File: config.mk
export PLATFORM = sky130hd
export DESIGN_NAME = decodificador_binario_gray
export DESIGN_NICKNAME = d
export VERILOG_FILES = /design/src/rtl/decodificador_gray_pkg.sv /design/src/rtl/gray_hamming_check.sv /design/src/rtl/decodificador_binario_gray.sv
export SDC_FILE = /design/constraint.sdc
export NUM_CORES = 1
export LEC_CHECK = 0
export BUFFER_PORTS_ARGS = -buffer_cell sky130_fd_sc_hd__buf_2
export CORE_AREA = 2 2 39 41
export CTS_CLUSTER_SIZE = 16
export DETAILED_ROUTE_END_ITERATION = 10
export DIE_AREA = 0 0 41 43
export PLACE_DENSITY = 0.34
export SYNTH_ARGS = -nofsm -noshare
export SYNTH_HDL_FRONTEND = slang
export SYNTH_SLANG_ARGS = --single-unit
File: constraint.sdc
create_clock -name clk -period 1.8 [get_ports clk]
set_clock_uncertainty 0.2 [all_clocks]
set_input_delay 0.09 -clock clk [delete_from_list [all_inputs] [get_ports clk]]
set_output_delay 0.09 -clock clk [all_outputs]
set_load 0.01 [all_outputs]
File: src/rtl/decodificador_gray_pkg.sv
// Shared constants and pure conversion functions for the binary/Gray converter.
// Functions work on 32-bit words; callers zero-extend narrower words and truncate the result.
package decodificador_gray_pkg;

    localparam int   DEFAULT_WIDTH = 4;
    localparam int   MAX_WIDTH     = 32;
    localparam logic MODO_BIN2GRAY = 1'b0;
    localparam logic MODO_GRAY2BIN = 1'b1;

    function automatic logic [MAX_WIDTH-1:0] bin2gray(input logic [MAX_WIDTH-1:0] b);
        return b ^ (b >> 1);
    endfunction

    // Prefix XOR from the MSB down; zero upper bits leave narrower words unaffected.
    function automatic logic [MAX_WIDTH-1:0] gray2bin(input logic [MAX_WIDTH-1:0] g);
        logic [MAX_WIDTH-1:0] b;
        b[MAX_WIDTH-1] = g[MAX_WIDTH-1];
        for (int i = MAX_WIDTH - 2; i >= 0; i--) begin
            b[i] = b[i+1] ^ g[i];
        end
        return b;
    endfunction

endpackage

File: src/rtl/gray_hamming_check.sv
// Flags when two Gray words differ in more than one bit position.
module gray_hamming_check #(
    parameter int WIDTH = 4
) (
    input  logic [WIDTH-1:0] prev_i,
    input  logic [WIDTH-1:0] curr_i,
    output logic             too_far_o
);

    logic [WIDTH-1:0] diff;
    logic [5:0]       ones;

    always_comb begin
        diff = prev_i ^ curr_i;
        ones = '0;
        for (int i = 0; i < WIDTH; i++) begin
            ones = ones + 6'(diff[i]);
        end
        too_far_o = (ones > 6'd1);
    end

endmodule

File: src/rtl/decodificador_binario_gray.sv
// Registered binary<->Gray converter with a one-cycle valid strobe.
// Optional sticky step checker enabled by DECODIFICADOR_GRAY_STEP_CHECK_EN.
module decodificador_binario_gray
    import decodificador_gray_pkg::*;
#(
    parameter int WIDTH = DEFAULT_WIDTH
) (
    input  logic             clk,
    input  logic             rst_n,
    input  logic             en,
    input  logic             modo,
    input  logic [WIDTH-1:0] Binario,
    output logic [WIDTH-1:0] Gray,
`ifdef DECODIFICADOR_GRAY_STEP_CHECK_EN
    output logic             step_err,
`endif
    output logic             valido
);

    logic [WIDTH-1:0]     gray_q;
    logic [WIDTH-1:0]     gray_d;
    logic                 valido_q;
    logic [MAX_WIDTH-1:0] word_ext;
    logic [WIDTH-1:0]     conv_word;

    always_comb begin
        word_ext  = MAX_WIDTH'(Binario);
        conv_word = (modo == MODO_GRAY2BIN) ? WIDTH'(gray2bin(word_ext))
                                            : WIDTH'(bin2gray(word_ext));
        gray_d    = en ? conv_word : gray_q;
    end

    always_ff @(posedge clk or negedge rst_n) begin
        if (!rst_n) begin
            gray_q   <= '0;
            valido_q <= 1'b0;
        end else begin
            gray_q   <= gray_d;
            valido_q <= en;
        end
    end

    assign Gray   = gray_q;
    assign valido = valido_q;

`ifdef DECODIFICADOR_GRAY_STEP_CHECK_EN
    logic [WIDTH-1:0] hist_q;
    logic             hist_valid_q;
    logic             step_err_q;
    logic             too_far;

    gray_hamming_check #(
        .WIDTH (WIDTH)
    ) u_check (
        .prev_i    (hist_q),
        .curr_i    (conv_word),
        .too_far_o (too_far)
    );

    // Only binary-to-Gray samples form the checked sequence.
    always_ff @(posedge clk or negedge rst_n) begin
        if (!rst_n) begin
            hist_q       <= '0;
            hist_valid_q <= 1'b0;
            step_err_q   <= 1'b0;
        end else if (en && (modo == MODO_BIN2GRAY)) begin
            hist_q       <= conv_word;
            hist_valid_q <= 1'b1;
            if (hist_valid_q && too_far) begin
                step_err_q <= 1'b1;
            end
        end
    end

    assign step_err = step_err_q;
`endif

endmodule

Word level (Yosys, flattened, before mapping)

Cells that the tools add are included.

Register bits after elaboration: 5
Word-level logic and storage cells: 7
Bits of input ports: 8
Output and inout bits: 5

Bitwise logic cells: 4
Muxes and demuxes: 1

Operator list:

| cell          | number |
|---|---|
| $mux W4       | 1 |
| $xor A4 B3 Y4 | 1 |
| $xor A1 B1 Y1 | 3 |

Longest topological paths before layout

Word-level depth: 4
Depth in mapped cells: 3
Gate-level depth less buffers: 3

Worst setup path after synthesis

No wires, ideal clock.

Path kind: register to register
Start: register, netlist name Gray[3]
End: register gray_q[3], in the netlist Gray[3]
Data arrival time: 0.645 ns
Cell stages (with the launch flop): 2
Path buffers: 0
Clock period less this slack: 0.969 ns
Path slack: 0.831 ns
Required time: 1.475 ns
Setup time: 0.125 ns
Path through: dfrtp_1 mux2_2

RTL lines:

| what                 | line                             | text |
|---|---|---|
| to (signal assigned) | decodificador_binario_gray.sv:38 | `gray_q <= gray_d;` |
| to (decl)            | decodificador_binario_gray.sv:20 | `logic [WIDTH-1:0] gray_q;` |

==> metrics.txt <==
slowest CP cell=dlygate4sd3_1; worst-path maximum fanout=7; FP Rows=14; switching pwr=0.0861 mW; ratio of cells with drive above 1 in the final layout=0.415; top cells by area, synth=dfrtp_1, mux2_2, xnor2_1; Pre-antenna DRT Iters=2; fin crit period=1.33 ns; Seq/Total Area, Yosys=0.546; DPL Wire Length=391 um; worst reg2reg path startpoint=Gray[3]; starting density of the core=0.165; CP Launch Point=en; Synth Net Count=28; FF/Latch Area=125 um^2; Worst-path clk slew=0.05 ns; Synth Warn #=0; Layout Nets=50; sequential power share=0.397; period utilization=0.740; height of the die=43 um; Max Clk Rate=751 MHz; Die Area=1760 um^2; post-route setup TNS=0 ns; via count of the routed design=216; Post-Syn Area=229 um^2; RSZ-0062 raised after global routing=no; fraction of registers with async set or reset after synthesis=1.00; clock group share of total power=0.389; initial antenna violation count=0; 1st-iter DRT viols=4; final wirelength=514 um; root buffer cell=clkbuf_4; max incr delay on CP=0.52 ns; Slew HR=0.820; most common cell in the netlist=dfrtp_1; number of fill cells=158; Port Buf Inserts=12; Syn Area/Cell=11.4 um^2; CP Data Arrival Time=1.27 ns; Max VDD drop=308 uV; TritonCTS buffer count=3; fin. max-slew vios=0; CORE AREA=1380 um^2; nature of the critical path startpoint=input port; clk sink count=5; maximum clock path buffer count=2; cts hold-fix bufs=5; Post-synth EDFFs=0; CTS resizes=0; Req. time, crit path=1.74 ns; CP cell instances=dlygate4sd3_1 > buf_2 > inv_1 > or2_0 > o311ai_1; final hold violations=0; Comb pwr share=0.214; Multi-input gate area=96.3 um^2; area leader, netlist=dfrtp_1; largest net degree at the start of global routing=8; CTS tree=built; Primary FF master, synth=dfrtp_1; H-tree depth=1; area grow syn2layout=68.3%; DRT antenna net count=0; WL per Instance=9.02 um; Die Width=41 um; Setup Fix Bufs, Post-CTS=0; worst hold start=Binario[0]; flops & latches, synth=5; internal power=0.249 mW; final core utilization=0.278; Min-Delay Path Class=in -> reg; first-pass GRT wire length=869 um; Worst Max-Slew Pin Slew=0.267 ns; WS Path Type=in -> reg; Switching Fraction=0.257; unique cell type count in the Yosys netlist=11; vias in the first global route=204; final setup violation count=0; CP Capture Type=register; share of the synthesized area in the top cell type=0.546; total track usage=0.0798; worst-skew pair later-pin latency=0.24 ns; Max Cap Viol=0; Antenna diodes=0; PwrDens=869 nW/um^2; RePlAce Congestion=0.617; Vias/cell=3.79; status=complete, no violations; grt ovf=0; Residual DRC=0; Lkg Pwr=0.184 nW; Mapped Cells=20; io pins=13
## kinds of logic (layout without fill, tap and decap cells)
group | Yosys count | in the layout | share of synthesized area
flip-flops | 5 | 5 | 0.546
XOR/XNOR | 4 | 4 | 0.153
AO/OA/AOI/OAI | 3 | 3 | 0.0929
AND/OR/NAND/NOR | 4 | 4 | 0.0765
multiplexers | 2 | 2 | 0.0984
buffers and inverters | 2 | 23 | 0.0328
## worst paths after layout
path                           end  slack, ns  cells past startpoint
setup / recovery           Gray[0]       0.47                      5
max in group asynchronous  Gray[3]       0.65                      3
hold / removal             Gray[0]       0.02                      4
min in group asynchronous   valido       0.55                      3
setup reg to reg           Gray[3]       0.86                      1
hold reg to reg            Gray[0]       0.29                      2
## registers in the layout, indices dropped and copies added, names as in the netlist
register	cells
Gray	4
valido	1
## cells in the final DEF, fill, tap and decap left out
cell type / Yosys / layout
o311ai_1: 1 / 1
inv_1: 2 / 2
clkbuf_4: 0 / 3
xor2_1: 2 / 2
clkbuf_1: 0 / 1
dlygate4sd3_1: 0 / 5
buf_2: 0 / 12
nand2_1: 2 / 2
xnor2_1: 2 / 2
mux2_2: 2 / 2
o211ai_1: 1 / 1
a21oi_1: 1 / 1
nor2_1: 1 / 1
dfrtp_1: 5 / 5
or2_0: 1 / 1
## area by class of cell
class	instances	area share
Inverter	2	0.0195
Clock buffer	4	0.0682
Sequential cell	5	0.325
Multi-Input combinational cell	13	0.250
Tap cell	16	0.0519
Timing Repair Buffer	17	0.286
## power groups by stage
| stage | Clock (mW) | Combinational [mW] | Sequential, mW |
|---|---|---|---|
| after floorplan | 0 | 0.0245 | 0.142 |
| after global placement | 0 | 0.0633 | 0.134 |
| after detailed placement | 0 | 0.0641 | 0.135 |
| after CTS | 0.138 | 0.0729 | 0.133 |
| after global routing | 0.149 | 0.0789 | 0.136 |
| final | 0.130 | 0.0716 | 0.133 |
## through the flow
step | power [mW] | area (um^2) | setup WS (ns) | cells | hold slack [ns]
2_1_floorplan | 0.167 | 229 | 0.831 | 20 | -0.406
3_3_place_gp | 0.198 | 309 | 0.715 | 48 | -0.289
3_5_place_dp | 0.199 | 309 | 0.697 | 48 | -0.288
4_1_cts | 0.344 | 385 | 0.454 | 57 | 0.0221
5_1_grt | 0.364 | 385 | 0.407 | 57 | 0.0526
6_report | 0.335 | 385 | 0.469 | 57 | 0.0186
## worst max-delay path, delay by kind of cell
family	cells	cell delay, ns
AO/OA/AOI/OAI	1	0.22
buffers and inverters	3	0.75
AND/OR/NAND/NOR	1	0.21
## routing by layer
metal  global-route usage  vias up  share of wire
li1                     -      109              -
met1               0.0885       98           0.43
met2                0.106        9           0.46
met3               0.0785        0           0.11
met4               0.0200        0              0
met5                    0        -              0
(Power assumes the default switching activity.)
